$ cat config.mk
export PLATFORM = sky130hd
export DESIGN_NAME = core_lsu_ucwbuf
export DESIGN_NICKNAME = d
export VERILOG_FILES = /design/src/rtl/core_lsu_ucwbuf_pkg.sv /design/src/rtl/core_lsu_ucwbuf_ring.sv /design/src/rtl/core_lsu_ucwbuf.sv
export SDC_FILE = /design/constraint.sdc
export NUM_CORES = 1
export LEC_CHECK = 0
export CAP_MARGIN = 20
export CORE_ASPECT_RATIO = 1.5
export CORE_UTILIZATION = 57
export DETAILED_ROUTE_END_ITERATION = 7
export DONT_BUFFER_PORTS = 1
export GPL_TIMING_DRIVEN = 0
export PLACE_DENSITY = 0.75
export SLEW_MARGIN = 20
export SYNTH_ARGS = -nofsm -noshare
export SYNTH_HDL_FRONTEND = slang
export SYNTH_HIERARCHICAL = 1
export SYNTH_SLANG_ARGS = --single-unit
export TNS_END_PERCENT = 20
$ cat constraint.sdc
create_clock -name clk -period 2.6 [get_ports clk]
set_input_delay 0.65 -clock clk [delete_from_list [all_inputs] [get_ports clk]]
set_output_delay 0.65 -clock clk [all_outputs]
set_load 0.01 [all_outputs]
$ cat src/rtl/core_lsu_ucwbuf_pkg.sv
// ============================================================================
// core_lsu_ucwbuf_pkg
// Shared types for the uncached write buffer: entry layout, FSM states and
// the store-merge helpers.
// Revision: 1.0
// ============================================================================
`default_nettype none

package core_lsu_ucwbuf_pkg;

    typedef struct packed {
        logic [31:0] addr;
        logic [31:0] data;
        logic [3:0]  strobe;
        logic [1:0]  size;
    } ucwb_entry_t;

    typedef enum logic [1:0] {
        S_IDLE = 2'd0,
        S_ADDR = 2'd1,
        S_DATA = 2'd2
    } ucwb_state_e;

    // Smallest naturally aligned access covering the strobe; anything else is a word.
    function automatic logic [1:0] strobe_size(input logic [3:0] strobe);
        logic [1:0] size;
        case (strobe)
            4'b0001, 4'b0010, 4'b0100, 4'b1000: size = 2'd0;
            4'b0011, 4'b1100:                   size = 2'd1;
            default:                            size = 2'd2;
        endcase
        return size;
    endfunction

    function automatic ucwb_entry_t merge_entry(input ucwb_entry_t old_e,
                                                input ucwb_entry_t new_e);
        ucwb_entry_t m;
        m = old_e;
        for (int b = 0; b < 4; b++) begin
            if (new_e.strobe[b]) begin
                m.data[8*b +: 8] = new_e.data[8*b +: 8];
            end
        end
        m.strobe = old_e.strobe | new_e.strobe;
        m.size   = strobe_size(m.strobe);
        return m;
    endfunction

endpackage

`default_nettype wire

$ cat src/rtl/core_lsu_ucwbuf_ring.sv
// ============================================================================
// core_lsu_ucwbuf_ring
// In-order entry storage with head/tail pointers, occupancy count and the
// word-address hazard compare. Store merging under LSU_UCWB_MERGE_EN.
// Revision: 1.0
// ============================================================================
`default_nettype none

module core_lsu_ucwbuf_ring
    import core_lsu_ucwbuf_pkg::*;
#(
    parameter int DEPTH = 4
) (
    input  logic                       clk,
    input  logic                       rst,
    input  logic                       push_valid_i,
    input  ucwb_entry_t                push_entry_i,
    input  logic                       head_busy_i,
    input  logic                       pop_i,
    input  logic [29:0]                hazard_word_i,
    output logic                       push_ready_o,
    output ucwb_entry_t                head_o,
    output logic [$clog2(DEPTH):0]     count_o,
    output logic [$clog2(DEPTH):0]     count_next_o,
    output logic                       hazard_o
);

    localparam int PW = $clog2(DEPTH);
    localparam int CW = PW + 1;
    localparam logic [CW-1:0] FULL = CW'(DEPTH);

    ucwb_entry_t     mem_q [DEPTH];
    logic [DEPTH-1:0] valid_q;
    logic [PW-1:0]   head_q;
    logic [PW-1:0]   tail_q;
    logic [CW-1:0]   count_q;
    logic [CW-1:0]   count_d;
    logic [PW-1:0]   last_idx;
    logic            merge_hit;
    logic            push_acc;
    logic            push_new;
    logic            merge;

    assign last_idx = tail_q - 1'b1;

`ifdef LSU_UCWB_MERGE_EN
    // The in-flight head is already on the bus and must not change underneath it.
    assign merge_hit = valid_q[last_idx]
                    && (mem_q[last_idx].addr[31:2] == push_entry_i.addr[31:2])
                    && !(head_busy_i && (last_idx == head_q));
`else
    logic unused_head_busy;
    assign unused_head_busy = head_busy_i;
    assign merge_hit = 1'b0;
`endif

    assign push_ready_o = (count_q != FULL) || merge_hit;
    assign push_acc     = push_valid_i && push_ready_o;
    assign merge        = push_acc && merge_hit;
    assign push_new     = push_acc && !merge_hit;
    assign count_d      = count_q + CW'(push_new) - CW'(pop_i);

    assign head_o       = mem_q[head_q];
    assign count_o      = count_q;
    assign count_next_o = count_d;

    always_comb begin
        hazard_o = push_acc && (push_entry_i.addr[31:2] == hazard_word_i);
        for (int i = 0; i < DEPTH; i++) begin
            if (valid_q[i] && (mem_q[i].addr[31:2] == hazard_word_i)) begin
                hazard_o = 1'b1;
            end
        end
    end

    always_ff @(posedge clk) begin
        if (rst) begin
            valid_q <= '0;
            head_q  <= '0;
            tail_q  <= '0;
            count_q <= '0;
        end else begin
            count_q <= count_d;
            if (push_new) begin
                valid_q[tail_q] <= 1'b1;
                tail_q          <= tail_q + 1'b1;
            end
            if (pop_i) begin
                valid_q[head_q] <= 1'b0;
                head_q          <= head_q + 1'b1;
            end
        end
    end

    // Payload needs no reset; validity is tracked separately.
    always_ff @(posedge clk) begin
        if (push_new) begin
            mem_q[tail_q] <= push_entry_i;
        end else if (merge) begin
            mem_q[last_idx] <= merge_entry(mem_q[last_idx], push_entry_i);
        end
    end

endmodule

`default_nettype wire

$ cat src/rtl/core_lsu_ucwbuf.sv
// ============================================================================
// core_lsu_ucwbuf
// Uncached write buffer: queues LSU stores and drains them as single-beat bus
// writes. Optional store merging via LSU_UCWB_MERGE_EN.
// Revision: 1.0
// ============================================================================
`default_nettype none

module core_lsu_ucwbuf
    import core_lsu_ucwbuf_pkg::*;
#(
    parameter int DEPTH = 4
) (
    input  logic        clk,
    input  logic        rst,
    input  logic        push_valid_i,
    output logic        push_ready_o,
    input  logic [31:0] push_addr_i,
    input  logic [31:0] push_data_i,
    input  logic [3:0]  push_strobe_i,
    input  logic [1:0]  push_size_i,
    input  logic        bus_grant_i,
    output logic        bus_valid_o,
    output logic        bus_write_o,
    output logic [31:0] bus_addr_o,
    output logic [1:0]  bus_size_o,
    output logic [3:0]  bus_wstrobe_o,
    output logic [31:0] bus_wdata_o,
    output logic        bus_data_valid_o,
    output logic        bus_data_last_o,
    input  logic        bus_ready_i,
    input  logic        bus_data_ok_i,
    input  logic [31:0] hazard_addr_i,
    output logic        hazard_o,
    output logic        busy_o,
    output logic        empty_o
);

    localparam int CW = $clog2(DEPTH) + 1;

    ucwb_state_e   state_q;
    ucwb_state_e   state_d;
    ucwb_entry_t   push_entry;
    ucwb_entry_t   head;
    logic [CW-1:0] count;
    logic [CW-1:0] count_next;
    logic          pop;
    logic          unused_hazard_lsbs;

    assign unused_hazard_lsbs = ^hazard_addr_i[1:0];

    assign push_entry = '{addr: push_addr_i, data: push_data_i,
                          strobe: push_strobe_i, size: push_size_i};
    assign pop        = (state_q == S_DATA) && bus_data_ok_i;

    core_lsu_ucwbuf_ring #(
        .DEPTH(DEPTH)
    ) u_ring (
        .clk           (clk),
        .rst           (rst),
        .push_valid_i  (push_valid_i),
        .push_entry_i  (push_entry),
        .head_busy_i   (state_q != S_IDLE),
        .pop_i         (pop),
        .hazard_word_i (hazard_addr_i[31:2]),
        .push_ready_o  (push_ready_o),
        .head_o        (head),
        .count_o       (count),
        .count_next_o  (count_next),
        .hazard_o      (hazard_o)
    );

    always_ff @(posedge clk) begin
        if (rst) begin
            state_q <= S_IDLE;
        end else begin
            state_q <= state_d;
        end
    end

    // Grant is only sampled when a new transaction could start; S_ADDR never aborts.
    always_comb begin
        state_d = state_q;
        case (state_q)
            S_IDLE: begin
                if ((count != '0) && bus_grant_i) state_d = S_ADDR;
            end
            S_ADDR: begin
                if (bus_ready_i) state_d = S_DATA;
            end
            S_DATA: begin
                if (bus_data_ok_i) begin
                    state_d = ((count_next != '0) && bus_grant_i) ? S_ADDR : S_IDLE;
                end
            end
            default: state_d = S_IDLE;
        endcase
    end

    assign bus_valid_o      = (state_q == S_ADDR);
    assign bus_write_o      = (state_q == S_ADDR);
    assign bus_data_valid_o = (state_q == S_DATA);
    assign bus_data_last_o  = (state_q == S_DATA);
    assign bus_addr_o       = head.addr;
    assign bus_size_o       = head.size;
    assign bus_wstrobe_o    = head.strobe;
    assign bus_wdata_o      = head.data;

    assign empty_o = (count == '0);
    assign busy_o  = !empty_o || (state_q != S_IDLE);

endmodule

`default_nettype wire

==> results of run 1 <==
## layer usage
layer | part of all wire (%) | wire length, µm | global-route usage [%] | vias to the layer above
met5 | 0 | 0 | 0 | -
met4 | 4.6 | 1280 | 11.9 | 0
met3 | 8.4 | 2360 | 6.93 | 66
met2 | 54 | 15200 | 45.8 | 248
met1 | 33 | 9160 | 27.0 | 3145
li1 | - | - | - | 2710
## power groups by stage
stage                     Combinational (mW)  Sequential (mW)  Clock [mW]
after global placement                  1.51             6.08           0
after global routing                    1.82             6.03        4.12
after floorplan                         1.12             6.03           0
after CTS                               1.68             5.98        3.95
final                                   1.71             5.99        3.90
after detailed placement                1.60             6.08           0
## how the worst max path moves through the flow
stage                 startpoint  slack (ns)                  to  cells after the start
6_report       u_ring/count_o[1]       -0.20          state_q[0]                     12
4_1_cts        u_ring/count_o[0]       -0.16          state_q[0]                     12
3_3_place_gp        push_valid_i       -1.43  u_ring/mem_q[1][3]                      1
5_1_grt        u_ring/count_o[1]       -0.31          state_q[0]                     12
2_1_floorplan       push_valid_i       -0.18  u_ring/mem_q[1][0]                      1
3_5_place_dp   u_ring/count_o[2]       -0.34          state_q[0]                     13
## through the flow
stage                     worst slack, ns  hold WS [ns]  power (mW)  instances  cell area (µm²)
after floorplan                    -0.183         0.440        7.16        681            12600
final                              -0.197         0.176        11.6       1009            14300
after global routing               -0.306         0.155        12.0       1009            14300
after CTS                          -0.158         0.160        11.6       1006            14200
after detailed placement           -0.338         0.482        7.68        957            13100
after global placement              -1.43         0.464        7.59        953            13000
## cells by family after synthesis
logic type | share of synthesized area, %
AND/OR/NAND/NOR | 3.97
adder cells (fa/ha/maj) | 1.15
multiplexers | 12.6
flip-flops | 68.9
buffers and inverters | 2.07
AO/OA/AOI/OAI | 0.634
XOR/XNOR | 10.7
## Yosys cell counts, drive strengths merged (2+ instances only)
cell type | count | area, µm²
nor2 | 8 | 30.0
mux4 | 70 | 1580
xnor2 | 112 | 981
edfxtp | 280 | 8410
nor4 | 18 | 119
o21a | 4 | 30.0
and2 | 2 | 12.5
inv | 8 | 30.0
nor2b | 4 | 25.0
buf | 22 | 123
dfxtp | 15 | 300
and3 | 4 | 25.0
xor2 | 42 | 375
ha | 10 | 125
a21oi | 5 | 25.0
clkbuf | 29 | 109
nand4 | 31 | 209
nand3 | 3 | 15.0
## state kept, by name, indices dropped and copies added, names as in the netlist, named ones only
| signal | count |
|---|---|
| u_ring/head_q | 2 |
| state_q | 2 |
| u_ring/valid_q | 4 |
| u_ring/tail_q | 2 |
| u_ring/mem_q | 280 |
| u_ring/count_o | 3 |
## final cells by class
cell class	instances	area, µm²	area share, %
Inverter	8	32.5	0.228
Multi-Input combinational cell	327	3860	27.0
Buffer	48	288	2.01
Clock buffer	30	697	4.88
Clock inverter	18	180	1.26
Timing Repair Buffer	11	175	1.23
Sequential cell	295	8710	61.0
Tap cell	272	340	2.38
## repair_timing
| action | 4_1_cts | 5_1_grt |
|---|---|---|
| endpoints found under the hold margin | 0 | 0 |
| setup endpoints to repair | 72 | 28 |
| gates resized for setup | 52 | 14 |
| pin swaps | 13 | 11 |
| buffers inserted | 4 | 3 |
==> results_dict.tcl, run 1 <==
set metrics [dict create \
    hold_buffers 0 \
    ys_seq_area_share_pct 68.9 \
    power_frac_seq_pct 51.6 \
    cts_buffer_depth 3 \
    setup_slack_ns -0.197 \
    p_leak_nw 4.44 \
    synth_ff_type "edfxtp_1" \
    setup.worst_path.class "reg -> reg" \
    irDropWorstVdd_v 0.000783 \
    swShare_pct 24.8 \
    cp_max_fo 6 \
    grt_usage_pct 25.4 \
    syn_area_um2 12600 \
    path_clk_slew_ns 0.07 \
    grt_pass1_vias 6843 \
    cp_data_arrival_time_ns 3.21 \
    regToRegSetupSlack_ns -0.20 \
    synth_edf_count 280 \
    violations "negative setup slack" \
    worstPathRequired_ns 3.01 \
    ys_seq_elements 295 \
    cp_cell_sequence "or3b_4, and2_4, inv_4, ha_4, inv_2, ha_4, fa_2, xnor2_2, xnor2_1, or4b_1, nand3_1, o2bb2ai_2" \
    setup_tns_ns -0.381 \
    portBuffers 0 \
    wirelength_um 28100 \
    row_count 66 \
    vias_per_cell 6.11 \
    hold_viol_final 0 \
    numCtsBuffers 26 \
    p_switching_mw 2.88 \
    start_util_pct 58.2 \
    die_w_um 124 \
    antenna_found_initial 0 \
    min_period_ns 2.80 \
    worstRegToRegCells 12 \
    whs_path_depth 1 \
    first_pass_iters 5 \
    finalCritPeriodShare_pct 108 \
    maxCapViolCount 0 \
    htreeDepth 1 \
    clock_latency_ns 0.53 \
    overflow 0 \
    crit_path_end_kind "flop" \
    hold_start "rst" \
    finish.utilization_pct 65.8 \
    r2r_start "u_ring/count_o[1]" \
    fmax_ghz 0.358 \
    grt_max_degree 42 \
    grt_pass1_wl_um 41000 \
    layout.nets 836 \
    rr_endpoint "state_q[0]" \
    async_flop_share_pct 0 \
    avgSynthCellArea_um2 18.6 \
    crit_top_cell "ha_4" \
    fp.coreArea_um2 21700 \
    hold_class "in -> reg" \
    fillCellCount 1464 \
    routedWlPerCell_um 27.8 \
    crit_slowest_cell "or4b_1" \
    vias 6169 \
    fp.dieH_um 184 \
    maxSlewViolCount 0 \
    drc_errors 0 \
    p_int_mw 8.72 \
    share_clk_of_total_power_pct 33.6 \
    num_antenna_cells 0 \
    mostFrequentLayoutCell "edfxtp_1" \
    ios 186 \
    cts_tree "done" \
    start_kind "flop" \
    synth_nets 800 \
    layout-drive-gt1-share_pct 27.1 \
    final_cell_mix "edfxtp_1, xnor2_1, mux4_2" \
    ant_nets 0 \
    netlist_instances 681 \
    outcome "complete, but fails checks" \
    p_per_area_nw_per_um2 811 \
    root_buffer "clkbuf_16" \
    area_growth_pct 13.1 \
    slowest_delay_ns 0.49 \
    hpwlAfterDp_um 19900 \
    finalSetupViolations 2 \
    slew_headroom_pct 63.1 \
    rsz0062_at_grt "true" \
    synth_cell_types 38 \
    place_congestion 0.910 \
    dr.first_iter.drc_count 394 \
    tightest_slew_ns 0.548 \
    ys_warn_count 6 \
    path_buf_inv 2 \
    hold-path-endpoint "u_ring/count_o[0]" \
    skew_ns 0.0140 \
    cts_sinks 295 \
    dieArea_um2 22800 \
    critPathTopFamily "simple AND/OR/NAND/NOR gates" \
    p_comb_share_pct 14.8 \
]
(Power assumes the default switching activity.)
==> run 2: changes to the inputs <==
--- a/config.mk
+++ b/config.mk
@@ -7,14 +7,15 @@
 export LEC_CHECK = 0
 export CAP_MARGIN = 20
 export CORE_ASPECT_RATIO = 1.5
+export CORE_MARGIN = 5
 export CORE_UTILIZATION = 57
 export DETAILED_ROUTE_END_ITERATION = 7
 export DONT_BUFFER_PORTS = 1
 export GPL_TIMING_DRIVEN = 0
 export PLACE_DENSITY = 0.75
+export REMOVE_ABC_BUFFERS = 1
 export SLEW_MARGIN = 20
 export SYNTH_ARGS = -nofsm -noshare
 export SYNTH_HDL_FRONTEND = slang
-export SYNTH_HIERARCHICAL = 1
 export SYNTH_SLANG_ARGS = --single-unit
 export TNS_END_PERCENT = 20
==> results_dict.tcl, run 2 <==
set metrics [dict create \
    final_area_um2 13900 \
    place_congestion 0.974 \
    irDropWorstVdd_v 0.000661 \
    grt_max_degree 45 \
    mostFrequentLayoutCell "edfxtp_1" \
    cts_sinks 295 \
    p_per_area_nw_per_um2 795 \
    hold_class "in -> reg" \
    htreeDepth 1 \
    seq_area_um2 8720 \
    clock_latency_ns 0.53 \
    die_w_um 131 \
    dp_cells 913 \
    instances_no_fill 966 \
    row_count 66 \
    cp_cell_sequence "xnor2_2, nand4_1, nor4_2, nand4_1, nand4_1" \
    numCtsBuffers 27 \
    wirelength_um 28300 \
    ys_seq_elements 295 \
    violations "negative setup slack" \
    ios 186 \
    grt_pass1_vias 6669 \
    finalHoldWorstSlack_ns 0.180 \
    syn_area_um2 12600 \
    portBuffers 0 \
    fp.coreArea_um2 21700 \
    crit_slowest_cell "edfxtp_1" \
    maxCapViolCount 0 \
    slew_headroom_pct 52.4 \
    synth_cell_types 33 \
    grt.met2_usage_pct 39.4 \
    whs_path_depth 1 \
    synthTopCellsByCount "edfxtp_1, xnor2_1, mux4_2, xor2_1, clkbuf_1" \
    ys_seq_area_share_pct 69.0 \
    cts_buffer_depth 3 \
    layout.nets 794 \
    largest_register_ffs 280 \
    hold_start "rst" \
    synthTopCellsByArea "edfxtp_1, mux4_2, xnor2_1" \
    hold_viol_final 0 \
    busiest_layer "met2" \
    maxSlewViolCount 0 \
    p_leak_nw 4.26 \
    vias 6003 \
    largest-register "u_ring.mem_q" \
    dr.first_iter.drc_count 352 \
    cp_data_arrival_time_ns 2.12 \
    worstRegToRegCells 8 \
    fp.dieH_um 192 \
    path_clk_slew_ns 0.06 \
    finalSetupViolations 1 \
    synth.most_common_cell "edfxtp_1" \
    regToRegSetupSlack_ns 0.20 \
    rr_endpoint "state_q[0]" \
    crit_top_cell "nand4_1" \
    grt_pass1_wl_um 41600 \
    fmax_ghz 0.360 \
    synth_edf_count 280 \
    hpwlAfterDp_um 19900 \
    final_cell_mix "edfxtp_1, xnor2_1, mux4_2" \
    routedWlPerCell_um 29.3 \
    rsz0062_at_grt "true" \
    finalCritPeriodShare_pct 107 \
    first_pass_iters 5 \
    crit_path_end_kind "primary output" \
    synth_ff_type "edfxtp_1" \
    netlist_instances 683 \
    hold_buffers 0 \
    dieArea_um2 25300 \
    worstPathRequired_ns 1.95 \
    grt_usage_pct 22.2 \
    drc_errors 0 \
    yosysTopAreaCellShare_pct 66.7 \
    tightest_slew_ns 0.715 \
    start_kind "flop" \
    placedInstanceArea_um2 12900 \
    fillCellCount 1461 \
    overflow 0 \
    ys_warn_count 0 \
    root_buffer "clkbuf_16" \
    antenna_found_initial 0 \
    grt_use_met1_pct 22.8 \
    cts_tree "done" \
    slowest_delay_ns 0.44 \
    setup.worst_path.class "reg -> out" \
    yosysTopAreaCell "edfxtp_1" \
    area_growth_pct 10.1 \
    min_period_ns 2.77 \
    r2r_start "state_q[0]" \
    start_util_pct 58.1 \
    ant_nets 0 \
    setup_slack_ns -0.174 \
    vias_per_cell 6.21 \
    outcome "complete, but fails checks" \
    grtUsageMet3_pct 8.44 \
    avgSynthCellArea_um2 18.5 \
    cp_max_fo 2 \
    async_flop_share_pct 0 \
    multi_input_area_um2 3810 \
    skew_ns 0.00523 \
    setup_tns_ns -0.174 \
    layout-drive-gt1-share_pct 21.2 \
    num_antenna_cells 0 \
]
==> run 2: changes by cell type after synthesis, moves of 3 or more <==
cell      change
nor2_1        +4
and3_1        -3
buf_2         -5
a21oi_1       +3
clkbuf_1      +3
==> run 2: worst max-delay path by stage <==
stage | to | slack, ns | depth (start not counted) | start
2_1_floorplan | bus_addr_o[0] | -1.70 | 1 | flop
6_report | hazard_o | -0.17 | 5 | u_ring.mem_q[3][41]
3_5_place_dp | hazard_o | -0.22 | 5 | hazard_addr_i[12]
5_1_grt | hazard_o | -0.17 | 5 | u_ring.mem_q[0][63]
4_1_cts | hazard_o | -0.14 | 5 | u_ring.mem_q[3][41]
3_3_place_gp | bus_wdata_o[16] | -3.03 | 1 | flop
==> run 2: kinds of logic after synthesis <==
kind of cell             synth area share, %
AO/OA/AOI/OAI                          0.982
multiplexers                            12.6
buffers and inverters                   2.08
XOR/XNOR                                10.7
adder cells (fa/ha/maj)                 1.15
flip-flops                              69.0
AND/OR/NAND/NOR                         3.46
==> run 2: stage by stage <==
step	power, mW	util, %	setup slack (ns)
global route	11.5	64.0	-0.174
CTS	11.1	63.8	-0.143
finish	11.0	64.0	-0.174
detailed placement	7.59	59.4	-0.223
floorplan	7.10	-	-1.70
global placement	7.53	58.6	-3.03
==> run 2: report_power, final <==
group / internal [mW] / switching [mW] / leakage, nW / total [mW]
clock network: 1.91 / 1.63 / 0.381 / 3.54
registers: 5.77 / 0.215 / 2.69 / 5.98
logic: 0.629 / 0.894 / 1.19 / 1.52
total: 8.31 / 2.74 / 4.26 / 11.0
==> run 2: routing by layer <==
layer	share of wire, %	up-vias
met5	0	-
met4	5.3	0
met3	9.7	70
met2	53	248
met1	32	3052
li1	-	2633
==> run 2: what timing repair did <==
item / 4_1_cts / 5_1_grt
hold endpoints to repair: 0 / 0
pin swaps: 12 / 8
endpoints found under the setup margin: 69 / 2
cloned: 0 / 0
buffers inserted: 5 / 0
gates resized for setup: 17 / 5
==> run 2: layout make-up <==
| cell class | count | share of cell area, % |
|---|---|---|
| sequential | 295 | 62.7 |
| multi-input combinational | 328 | 27.4 |
| clock buffer | 33 | 5.03 |
| tap | 272 | 2.45 |
| timing repair buffer | 12 | 1.50 |
| clock inverter | 15 | 0.594 |
| inverter | 11 | 0.297 |
==> run 2: worst max-delay path: cells and delay by family (launching register included) <==
kind | cells | cell delay (ns)
XOR/XNOR | 1 | 0.26
flip-flops | 1 | 0.44
AND/OR/NAND/NOR | 4 | 0.90
==> run 3: changes to the inputs <==
==> constraint.sdc (replaced) <==
create_clock -name clk -period 2.6 [get_ports clk]
set_input_delay 0.26 -clock clk [delete_from_list [all_inputs] [get_ports clk]]
set_output_delay 0.26 -clock clk [all_outputs]
set_load 0.01 [all_outputs]
==> results_dict.tcl, run 3 (synthesized netlist as in run 2, its figures left out) <==
set metrics [dict create \
    hold_viol_final 0 \
    vias 6319 \
    grt_usage_pct 22.9 \
    layout-drive-gt1-share_pct 16.3 \
    wirelength_um 29300 \
    hold_class "in -> reg" \
    crit_slowest_cell "edfxtp_1" \
    setup_slack_ns 0.0608 \
    skew_ns 0.00710 \
    routedWlPerCell_um 28.3 \
    p_per_area_nw_per_um2 773 \
    finalCritPeriodShare_pct 97.7 \
    crit_end "hazard_o" \
    maxCapViolCount 0 \
    crit_path_end_kind "primary output" \
    grt_pass1_vias 6984 \
    cp_cell_sequence "xnor2_1, nand4_1, nor4_1, nand4_1, nand4_1" \
    overflow 0 \
    row_count 66 \
    regToRegSetupSlack_ns 0.20 \
    cts_buffer_depth 3 \
    rr_endpoint "state_q[0]" \
    grt_max_degree 45 \
    largest-register "u_ring.mem_q" \
    first_pass_iters 5 \
    tightest_slew_ns 0.744 \
    place_congestion 0.974 \
    instances_no_fill 1033 \
    cts_sinks 295 \
    die_w_um 131 \
    num_antenna_cells 0 \
    slew_headroom_pct 50.0 \
    outcome "finished clean" \
    htreeDepth 1 \
    area_growth_pct 14.4 \
    root_buffer "clkbuf_16" \
    dr.first_iter.drc_count 342 \
    ant_nets 0 \
    clock_latency_ns 0.54 \
    finalSetupViolations 0 \
    fp.dieH_um 192 \
    cts_tree "done" \
    largest_register_ffs 280 \
    layout.nets 861 \
    fillCellCount 1431 \
    hpwlAfterDp_um 19900 \
    start_util_pct 58.1 \
    dp_cells 913 \
    ios 186 \
    grt_pass1_wl_um 43100 \
    vias_per_cell 6.12 \
    maxSlewViolCount 0 \
    antenna_found_initial 0 \
    rsz0062_at_grt "false" \
    dieArea_um2 25300 \
    fmax_ghz 0.394 \
    cp_data_arrival_time_ns 2.28 \
    dp_worst_setup_slack_ns 0.0108 \
    path_clk_slew_ns 0.06 \
    mostFrequentLayoutCell "edfxtp_1" \
    p_leak_nw 4.47 \
    drc_errors 0 \
    start_kind "flop" \
    irDropWorstVdd_v 0.000692 \
    setup.worst_path.class "reg -> out" \
    cp-startpoint "u_ring.mem_q[3][47]" \
    post_cts_buffers 0 \
    portBuffers 0 \
    slowest_delay_ns 0.41 \
    crit_top_cell "nand4_1" \
    whs_path_depth 3 \
    fp.coreArea_um2 21700 \
    numCtsBuffers 27 \
    cp_max_fo 2 \
    worstRegToRegCells 8 \
    min_period_ns 2.54 \
    r2r_start "state_q[0]" \
    worstPathRequired_ns 2.34 \
    final_cell_mix "edfxtp_1, xnor2_1, dlygate4sd3_1" \
]
run 3: cell count changes in the layout (fill, tap and decap cells not counted), moves of 3 or more:
cell / previous run / this run
nor4_1: 10 / 17
xnor2_2: 14 / 3
dlygate4sd3_1: 0 / 72
nor4_2: 7 / 0
buf_4: 3 / 0
xnor2_1: 97 / 108
run 3: what timing repair did:
action / CTS / global route
hold endpoints to repair: 295 / 0
hold buffers: 72 / 0
gates resized for setup: 2 / 2
pin swaps: 0 / 1
endpoints found under the setup margin: 2 / 2
run 3: worst max-delay path, delay by kind of cell, from the launching register on:
family | cells | cell delay, ns
simple gates | 4 | 0.97
xor+xnor | 1 | 0.38
flops | 1 | 0.41
run 3: worst min-delay path by stage:
stage | startpoint | end
3_3_place_gp | rst | u_ring.count_o[0]
4_1_cts | bus_ready_i | state_q[1]
3_5_place_dp | rst | flop
5_1_grt | bus_grant_i | state_q[0]
6_report | bus_data_ok_i | state_q[1]
2_1_floorplan | rst | u_ring.count_o[0]
run 3: power by group:
part           switching [mW]  leakage (nW)  internal [mW]
Clock                    1.63         0.381           1.91
Combinational           0.944          1.39          0.680
Sequential              0.225          2.69           5.76
Total                    2.80          4.47           8.35
run 3: layout make-up:
class                      instances  area [µm²]  area share [%]
clock buffer                      33         698            4.84
clock inverter                    15        82.6           0.572
inverter                          11        41.3           0.286
multi-input combinational        328        3680            25.5
sequential                       295        8720            60.4
tap                              272         340            2.36
timing repair buffer              79         876            6.07
run 3: metrics by stage:
| step | util, % | cell area (µm²) | hold WS, ns | total power [mW] | TNS [ns] |
|---|---|---|---|---|---|
| 2_1_floorplan | - | 12400 | 0.332 | 7.10 | -155.67 |
| 5_1_grt | 66.5 | 14400 | 0.0242 | 11.6 | 0 |
| 3_5_place_dp | 59.4 | 12900 | 0.329 | 7.59 | 0 |
| 6_report | 66.5 | 14400 | 0.0267 | 11.2 | 0 |
| 3_3_place_gp | 58.6 | 12700 | 0.334 | 7.53 | -640.78 |
| 4_1_cts | 66.4 | 14400 | 0.00137 | 11.2 | 0 |
run 3: metal layers:
layer  GRT usage [%]  up-vias  wire (µm)
li1                -     2773          -
met1            24.4     3203       9760
met2            41.4      271      15500
met3            7.08       72       2550
met4            10.7        0       1480
met5               0        -          0
